$ cat config.mk
export PLATFORM = sky130hd
export DESIGN_NAME = ov7670_capture_flat
export DESIGN_NICKNAME = d
export VERILOG_FILES = /design/src/rtl/ov7670_capture_if.sv /design/src/rtl/ov7670_capture.sv /design/src/flat_wrapper.sv
export SDC_FILE = /design/constraint.sdc
export NUM_CORES = 1
export LEC_CHECK = 0
export CAP_MARGIN = 0
export CORE_ASPECT_RATIO = 1.5
export CORE_MARGIN = 4
export CORE_UTILIZATION = 43
export DETAILED_ROUTE_END_ITERATION = 6
export SYNTH_ARGS = -nofsm -noshare
export SYNTH_HDL_FRONTEND = slang
export SYNTH_SLANG_ARGS = --single-unit
$ cat constraint.sdc
create_clock -name clk -period 4.1 [get_ports clk]
set_clock_uncertainty 0.1 [all_clocks]
set_input_delay 0.82 -clock clk [delete_from_list [all_inputs] [get_ports clk]]
set_output_delay 0.82 -clock clk [all_outputs]
set_load 0.01 [all_outputs]
$ cat src/rtl/ov7670_capture_if.sv
// ov7670_capture_if: camera byte stream in, frame buffer write port and status out.
interface ov7670_capture_if #(parameter int ADDR_W = 17);
    logic              cap_en;
    logic              vsync;
    logic              href;
    logic [7:0]        data;
    logic              we;
    logic [ADDR_W-1:0] wAddr;
    logic [11:0]       wData;
    logic              frame_done;
    logic              busy;
    modport master (output cap_en, vsync, href, data, input we, wAddr, wData, frame_done, busy);
    modport slave  (input cap_en, vsync, href, data, output we, wAddr, wData, frame_done, busy);
endinterface

$ cat src/rtl/ov7670_capture.sv
// ov7670_capture: packs OV7670 RGB565 byte pairs into RGB444 pixels written at y*H_PIX+x.
module ov7670_capture #(
    parameter int H_PIX   = 320,
    parameter int V_LINES = 240,
    parameter int ADDR_W  = 17
) (
    input logic clk,
    input logic reset_n,
    ov7670_capture_if.slave cam
);
    localparam int XW = $clog2(H_PIX + 1);
    localparam int YW = $clog2(V_LINES + 1);

    typedef enum logic [1:0] {S_SYNC, S_VBLK, S_CAPT, S_SKIP} state_t;
    state_t state, state_nx;

    logic          r_vsync, r_href, p_vsync, p_href;
    logic [7:0]    r_data, hi;
    logic [XW-1:0] x;
    logic [YW-1:0] y;
    logic          phase, line_pix, wrote;
    logic          v_rise, v_fall, h_fall, take, pix, fit;
    logic [ADDR_W-1:0] addr;

    assign v_rise   = r_vsync & ~p_vsync;
    assign v_fall   = ~r_vsync & p_vsync;
    assign h_fall   = p_href & ~r_href;
    assign take     = (state == S_CAPT) && r_href && !r_vsync;
    assign pix      = take && phase;
    assign fit      = (x < XW'(H_PIX)) && (y < YW'(V_LINES));
    assign addr     = ADDR_W'(y) * ADDR_W'(H_PIX) + ADDR_W'(x);
    assign cam.busy = (state == S_CAPT);

    // every state except vertical blanking leaves on a vsync rise
    always_comb begin
        state_nx = state;
        if (state == S_VBLK)
            state_nx = v_fall ? (cam.cap_en ? S_CAPT : S_SKIP) : S_VBLK;
        else if (v_rise)
            state_nx = S_VBLK;
    end

    always_ff @(posedge clk or negedge reset_n) begin
        if (!reset_n) begin
            state          <= S_SYNC;
            r_vsync        <= 1'b0;
            r_href         <= 1'b0;
            r_data         <= '0;
            p_vsync        <= 1'b0;
            p_href         <= 1'b0;
            hi             <= '0;
            x              <= '0;
            y              <= '0;
            phase          <= 1'b0;
            line_pix       <= 1'b0;
            wrote          <= 1'b0;
            cam.we         <= 1'b0;
            cam.wAddr      <= '0;
            cam.wData      <= '0;
            cam.frame_done <= 1'b0;
        end else begin
            state          <= state_nx;
            r_vsync        <= cam.vsync;
            r_href         <= cam.href;
            r_data         <= cam.data;
            p_vsync        <= r_vsync;
            p_href         <= r_href;
            cam.we         <= pix && fit;
            cam.frame_done <= (state == S_CAPT) && v_rise && wrote;
            if (pix && fit) begin
                cam.wAddr <= addr;
                cam.wData <= {hi[7:4], hi[2:0], r_data[7], r_data[4:1]};
                wrote     <= 1'b1;
            end
            if (state == S_VBLK && v_fall) begin
                x        <= '0;
                y        <= '0;
                phase    <= 1'b0;
                line_pix <= 1'b0;
                wrote    <= 1'b0;
            end else if (take) begin
                phase <= ~phase;
                if (!phase)
                    hi <= r_data;
                else begin
                    line_pix <= 1'b1;
                    if (x < XW'(H_PIX)) x <= x + 1'b1;
                end
            end else if (state == S_CAPT && h_fall) begin
                // a dangling high byte is dropped; empty lines do not advance y
                x        <= '0;
                phase    <= 1'b0;
                line_pix <= 1'b0;
                if (line_pix && y < YW'(V_LINES)) y <= y + 1'b1;
            end
        end
    end
endmodule

$ cat src/flat_wrapper.sv
// flat-port wrapper written by rule: the top's interface ports become plain ports
module ov7670_capture_flat 
#(
    parameter int H_PIX   = 320,
    parameter int V_LINES = 240,
    parameter int ADDR_W  = 17
)
  (clk, reset_n, cam_cap_en, cam_vsync, cam_href, cam_data, cam_we, cam_wAddr, cam_wData, cam_frame_done, cam_busy);
  ov7670_capture_if #(.ADDR_W(ADDR_W)) cam_i ();
  input logic clk;
  input logic reset_n;
  input wire logic [$bits(cam_i.cap_en)-1:0] cam_cap_en;
  input wire logic [$bits(cam_i.vsync)-1:0] cam_vsync;
  input wire logic [$bits(cam_i.href)-1:0] cam_href;
  input wire logic [$bits(cam_i.data)-1:0] cam_data;
  output wire logic [$bits(cam_i.we)-1:0] cam_we;
  output wire logic [$bits(cam_i.wAddr)-1:0] cam_wAddr;
  output wire logic [$bits(cam_i.wData)-1:0] cam_wData;
  output wire logic [$bits(cam_i.frame_done)-1:0] cam_frame_done;
  output wire logic [$bits(cam_i.busy)-1:0] cam_busy;
  assign cam_i.cap_en = cam_cap_en;
  assign cam_i.vsync = cam_vsync;
  assign cam_i.href = cam_href;
  assign cam_i.data = cam_data;
  assign cam_we = cam_i.we;
  assign cam_wAddr = cam_i.wAddr;
  assign cam_wData = cam_i.wData;
  assign cam_frame_done = cam_i.frame_done;
  assign cam_busy = cam_i.busy;
  ov7670_capture #(.H_PIX(H_PIX), .V_LINES(V_LINES), .ADDR_W(ADDR_W)) u_core (.clk(clk), .reset_n(reset_n), .cam(cam_i));
endmodule
* Word-level counts from Yosys, hierarchy flattened
Index checks and enable logic that the tools add are counted.
** Operators by class
- Muxes and demuxes :: 21
- Reductions and logical operators :: 20
- Equal/unequal tests :: 5
- Bitwise gates (word level) :: 8
- $mul :: 1
- Shift operators :: 0
- Order comparisons :: 2
- Div/mod/pow operators :: 0
- Add/subtract/negate cells :: 3
** Operators with widths (count)
- 2-to-1 mux 9 bit :: 5
- 2-to-1 mux 8 bit :: 4
- adder 17 x 9 -> 17 bit :: 1
- multiplier 8 x 3 -> 11 bit, second input constant :: 1
- logical AND 1 bit :: 10
- adder 9 x 1 -> 9 bit, second input constant :: 1
- < comparator 9 bit, second input constant :: 1
- 2-to-1 mux 1 bit :: 9
- AND reduction 3 bit :: 3
- adder 8 x 1 -> 8 bit, second input constant :: 1
- < comparator 8 bit, second input constant :: 1
- nonzero test 2 bit :: 4
- 2-to-1 mux 2 bit :: 3
- inverter 1 bit :: 5
- bitwise AND 1 bit :: 3
- != test 3 x 2 -> 1 bit, second input constant :: 1
- != test 3 bit, second input constant :: 1
- nonzero test 3 bit :: 1
- == test 2 x 1 -> 1 bit, second input constant :: 1
- == test 2 bit, second input constant :: 1
- != test 2 bit, second input constant :: 1
- AND reduction 2 bit :: 1
- zero test 1 bit :: 1
** Storage, ports and cells
- Input port bits :: 13
- Flip-flop bits (word level) :: 73
- Bits in writable memories :: 0
- ROM bits :: 0
- Latch bits :: 0
- Logic and storage cells :: 76
- Memories :: 0

* Depth between registers and ports, before layout
- Word-level depth :: 7
- Mapped depth :: 8
- Gate-level depth less buffers :: 8

* Least setup slack after synthesis
OpenSTA, ideal clock, no wires.
- Path type :: reg2reg
- Start :: register u_core.y[1]
- End :: register u_core.cam.wAddr[15]
- Buffers on the path :: 0
- Setup time :: 0.082 ns
- Stages on the path, launching flop included :: 9
- Setup slack :: 1.033 ns
- Arrival :: 2.885 ns
- Cells stage by stage :: dfrtp_1 ha_1 ha_1 fa_1 xnor2_1 or3_4 or4_1 or4_1 a31oi_1
** Between the ends
- Cells in the longest elaborated chain, start to end :: 3
** Ends and longest elaborated chain
- from (decl) :: RTL line ov7670_capture.sv:20 : logic [YW-1:0] y;
- from (signal assigned) :: RTL line ov7670_capture.sv:94 : if (line_pix && y < YW'(V_LINES)) y <= y + 1'b1;
- parallel branches: the longest is 3 deep, another holds adder 17 x 9 -> 17 bit
- to (signal assigned) :: RTL line ov7670_capture.sv:71 : cam.wAddr <= addr;
- to (decl) :: RTL line ov7670_capture_if.sv:13 : modport slave (input cap_en, vsync, href, data, output we, wAddr, wData, frame_done, busy);
Parallel ways; which one is timed is not known.
A chain may end at the register's enable or synchronous reset.

* Worst setup path in the final report
Same ends and word-level chain as after synthesis.

==> reports/results.env <==
NUM_VIAS=2482
DIE_WIDTH_UM=80.23
FIN_CRIT_NS=3.227
POWER_DENSITY_nW_PER_UM2=480.1
INITIAL_CORE_UTIL_PCT=44.20
DIEHEIGHT_UM=116.3
IO_BUFFER_COUNT=44
NETLIST_TOP_CELLS_AREA='sky130_fd_sc_hd__dfrtp_1 54%, sky130_fd_sc_hd__nand2_1 8.1%, sky130_fd_sc_hd__ha_1 6.3%'
R2R-START='u_core.y[1]'
MAX_CAP_VIOL_COUNT=0
RSZ_0062_RAISED_AFTER_GLOBAL_ROUTING='no'
STD_CELL_ROWS=39
FINAL_INSTANCE_COUNT_WITHOUT_FILLER_CELLS=486
CRITPATHSLOWESTCELL='sky130_fd_sc_hd__or4_1'
HOLD_DEPTH=0
CTS-BUFFERS-INSERTED=9
SETUP.WORST_PATH.END_CLASS='flip-flop'
TIMING.FINAL.MAX_SLEW_VIOLATIONS=0
SYNTH_XOR_XNOR_AREA_SHARE_PCT=2.864
SETUP_TOTAL_NEGATIVE_SLACK_NS=0
FP.COREAREA_UM2=7612
FIN_UTIL_PCT=55.51
SHARE_OF_THE_CYCLE_NEEDED_BY_THE_CRITICAL_PATH_AFTER_ROUTING_PCT=78.72
NETLIST.TOP_CELL.BY_AREA='sky130_fd_sc_hd__dfrtp_1'
DRTANTENNAVIOLNETS=0
MAX-SLEW-MARGIN-REL_PCT=39.49
PLACED_CELLS_INCL_TAPS=470
GLOBALPLACE.CONGESTION=0.8198
CLOCK_TREE.HTREE_LEVEL_COUNT=3
LARGEST_NET_DEGREE_AT_THE_START_OF_GLOBAL_ROUTING=73
IO-PIN-COUNT=45
STATUS='complete, no violations'
POST-SYNTH-TOP-AREA-FRACTION_PCT=53.55
SYNTH_FF_TYPE='sky130_fd_sc_hd__dfrtp_1'
LAYOUT.NETS=411
SYNTH.MUX.AREA_FRACTION_PCT=3.310
DRT_WL_TOTAL_UM=6963
CRIT_PATH_START_KIND='flip-flop'
ANTENNA_CELLS=0
DRT-WIRELENGTH-PER-CELL_UM=14.33
POST_CTS_RESIZED=0
DR.PASS1.ITERS=4
NUMBER_OF_GLOBAL_ROUTE_VIAS_BEFORE_REPAIR=2693
CTS_SETUP_BUFFERS=0
SYNTH_SEQ_CELLS=72
SYNTH_FA_HA_AREA_SHARE_PCT=7.512
SEQ_AREA_FRAC_SYNTH_PCT=53.55
WORST-ENDPOINT-REQUIRED_NS=4.25
TOTALPOWERFINAL_uW=2028
SYN_NETS=361
TIMING.CRITICAL_PATH.CELLS='ha_1 > ha_1 > fa_1 > a211oi_2 > o22ai_1 > or4_1 > or4_1 > a31oi_1'
SYNTH_CELL_TYPE_COUNT=51
ASYNC_FLOP_SHARE_PCT=100.0
CLK_PIN_SLEW_WORST_PATHS_NS=0.06
WORST_R2R_ENDPOINT='u_core.cam.wAddr[15]'
TIGHTESTPINTRANSITION_NS=0.9076
GLOBAL_ROUTE_WIRE_LENGTH_BEFORE_REPAIR_UM=12580
SYNTH_TOP_FAMILY_BY_AREA='simple AND/OR/NAND/NOR gates'
CRIT_FANOUT=7
SETUP.WORST_PATH.CLASS='reg -> reg'
NUMBER_OF_VIOLATIONS_REPORTED_AT_THE_END_OF_DETAILED_ROUTING_ITERATION_0=99
CLOCK_INSERTION_DELAY_WORST_SKEW_NS=0.33
HOLD_CLASS='reg -> reg'
SYNTHCELLS=329
HOLD_BUFFERS=0
DRC=0
SYNTHTOLAYOUTAREAGROWTH_PCT=25.59
CTS-ROOT-TO-SINK-BUFFERS=2
SHARE_OF_LAYOUT_CELLS_ABOVE_DRIVE_STRENGTH_1_PCT=9.635
POST_SYNTH_SIMPLE_GATE_AREA_PCT=19.64
SETUP_VIOLATORS_FINAL=0
VIA_PER_INST=5.107
HPWL_UM=4845
HOLD_VIOLATIONS=0
MAX_FREQ_MHz=309.8
ANTENNA_FOUND_INITIAL=0
IR_WORST_VDD_uV=311.1
R2R.WORST_PATH.CELLS=8
CTS.ROOT.BUFFER_CELL='sky130_fd_sc_hd__clkbuf_16'
SETUP.REG_TO_REG.WORST_SLACK_NS=0.87
GLOBAL_ROUTE.USAGE.TOTAL_PCT=17.41
DESIGN.DIE.AREA_UM2=9333
TIMING.CRITICAL_PATH.BUF_INV=0
P_LEAK_uW=0.001957
CRIT_ARRIVAL_NS=3.38
SYNTH-EDFF-COUNT=0
HP-START='u_core.r_href'
CTS_NUM_SINKS=72
YS_WARNS=0
SYNTH_AREA_PER_CELL_UM2=10.23
SLOWEST_DELAY_NS=0.50
TIMING.CRITICAL_PATH.MAX_DELAY_FAMILY='adder cells'
TIMING.HOLD.WORST_ENDPOINT='u_core.p_href'
SYNTH_CELL_AREA_UM2=3364
SYNTH-COMPOUND-AREA-SHARE_PCT=10.97
GRT_OVERFLOW_TOTAL=0
CTS_TREE='done'
-- metrics by stage --
stage / setup WS, ns / hold WS (ns) / cell area (µm²)
finish: 0.8726 / 0.3050 / 4225
global route: 0.7102 / 0.3200 / 4225
floorplan: 1.033 / 0.2743 / 3364
detailed placement: 0.9047 / 0.2989 / 3918
global placement: 0.9513 / 0.2941 / 3918
CTS: 0.8720 / 0.3107 / 4225
-- worst reg2reg max path, delay by kind of cell (launching register included) --
family / cells / cell delay, ns
AOI/OAI and AO/OA: 3 / 0.68
adders and majority gates: 3 / 1.02
DFF: 1 / 0.45
and+or+nand+nor: 2 / 0.91
-- registers in the layout, summed over array words and instances (netlist names) --
name,cells
u_core.x,9
u_core.r_vsync,1
u_core.cam.frame_done,1
u_core.state,2
u_core.r_data,8
u_core.line_pix,1
u_core.cam.wAddr,17
u_core.hi,7
u_core.y,8
u_core.r_href,1
u_core.cam.we,1
u_core.p_vsync,1
u_core.phase,1
u_core.wrote,1
u_core.cam.wData,12
u_core.p_href,1
-- cell usage in the layout (no fill, tap or decap), types with 6 or more instances in the layout --
cell type	netlist	final
sky130_fd_sc_hd__nand2_1	73	73
sky130_fd_sc_hd__dfrtp_1	72	72
sky130_fd_sc_hd__clkdlybuf4s50_1	0	43
sky130_fd_sc_hd__nor2_1	24	24
sky130_fd_sc_hd__o21ai_0	20	20
sky130_fd_sc_hd__ha_1	17	17
sky130_fd_sc_hd__a21oi_1	12	12
sky130_fd_sc_hd__mux2_2	9	9
sky130_fd_sc_hd__clkbuf_16	0	9
sky130_fd_sc_hd__inv_1	7	7
sky130_fd_sc_hd__xnor2_1	7	7
sky130_fd_sc_hd__nor3_1	6	6
sky130_fd_sc_hd__nand3_1	6	6
-- per-layer routing --
metal	wire, µm	track usage (%)	vias up
li1	-	-	1249
met4	65	5.524	0
met1	2988	21.03	1195
met5	0	0	-
met3	191	4.707	6
met2	3717	30.09	32
-- worst max-delay path by stage --
stage                            to   startpoint  cells after the start  slack [ns]
3_5_place_dp   u_core.cam.wAddr[15]  u_core.y[1]                      8        0.90
3_3_place_gp   u_core.cam.wAddr[15]  u_core.y[1]                      8        0.95
4_1_cts        u_core.cam.wAddr[15]  u_core.y[1]                      8        0.87
6_report       u_core.cam.wAddr[15]  u_core.y[1]                      8        0.87
2_1_floorplan  u_core.cam.wAddr[15]  u_core.y[1]                      8        1.03
5_1_grt        u_core.cam.wAddr[15]  u_core.y[1]                      8        0.71
-- cell families after synthesis --
family	count (synthesis)
and+or+nand+nor	142
AOI/OAI and AO/OA	58
muxes	10
adders and majority gates	19
DFF	72
buffers and inverters	17
xor gates and xnor gates	11
-- cells in the mapped netlist, types with 2 or more instances --
library cell	n
sky130_fd_sc_hd__o31ai_1	2
sky130_fd_sc_hd__mux2_2	9
sky130_fd_sc_hd__dfrtp_1	72
sky130_fd_sc_hd__nor2_1	24
sky130_fd_sc_hd__or3_1	4
sky130_fd_sc_hd__buf_1	2
sky130_fd_sc_hd__and3_1	3
sky130_fd_sc_hd__a41oi_1	2
sky130_fd_sc_hd__a21o_1	3
sky130_fd_sc_hd__nand4_1	3
sky130_fd_sc_hd__nand3_1	6
sky130_fd_sc_hd__fa_1	2
sky130_fd_sc_hd__o211ai_1	2
sky130_fd_sc_hd__clkbuf_1	5
sky130_fd_sc_hd__inv_1	7
sky130_fd_sc_hd__nor3_1	6
sky130_fd_sc_hd__nor2b_1	5
sky130_fd_sc_hd__nand2_1	73
sky130_fd_sc_hd__or4_1	2
sky130_fd_sc_hd__and2_1	2
sky130_fd_sc_hd__o21ai_0	20
sky130_fd_sc_hd__o2111ai_1	2
sky130_fd_sc_hd__xnor2_1	7
sky130_fd_sc_hd__a31oi_1	4
sky130_fd_sc_hd__a211oi_1	2
sky130_fd_sc_hd__nor4_1	4
sky130_fd_sc_hd__nand4bb_1	2
sky130_fd_sc_hd__xor2_1	4
sky130_fd_sc_hd__ha_1	17
sky130_fd_sc_hd__a21oi_1	12
-- report_power, final --
group          internal (µW)  switching, µW
clock network            501            291
registers                812           74.1
logic                    183            167
-- area by class of cell --
type                    instances  area (µm²)
clock buffers                  11       252.7
clock inverters                 5       55.05
fillers                       706        3387
inverters                       8       30.03
multi-input cells             240        1490
flip-flops and latches         72        1802
well taps                     102       127.6
repair buffers                 48       467.9
Note: power is estimated with default switching activity, not from simulation.
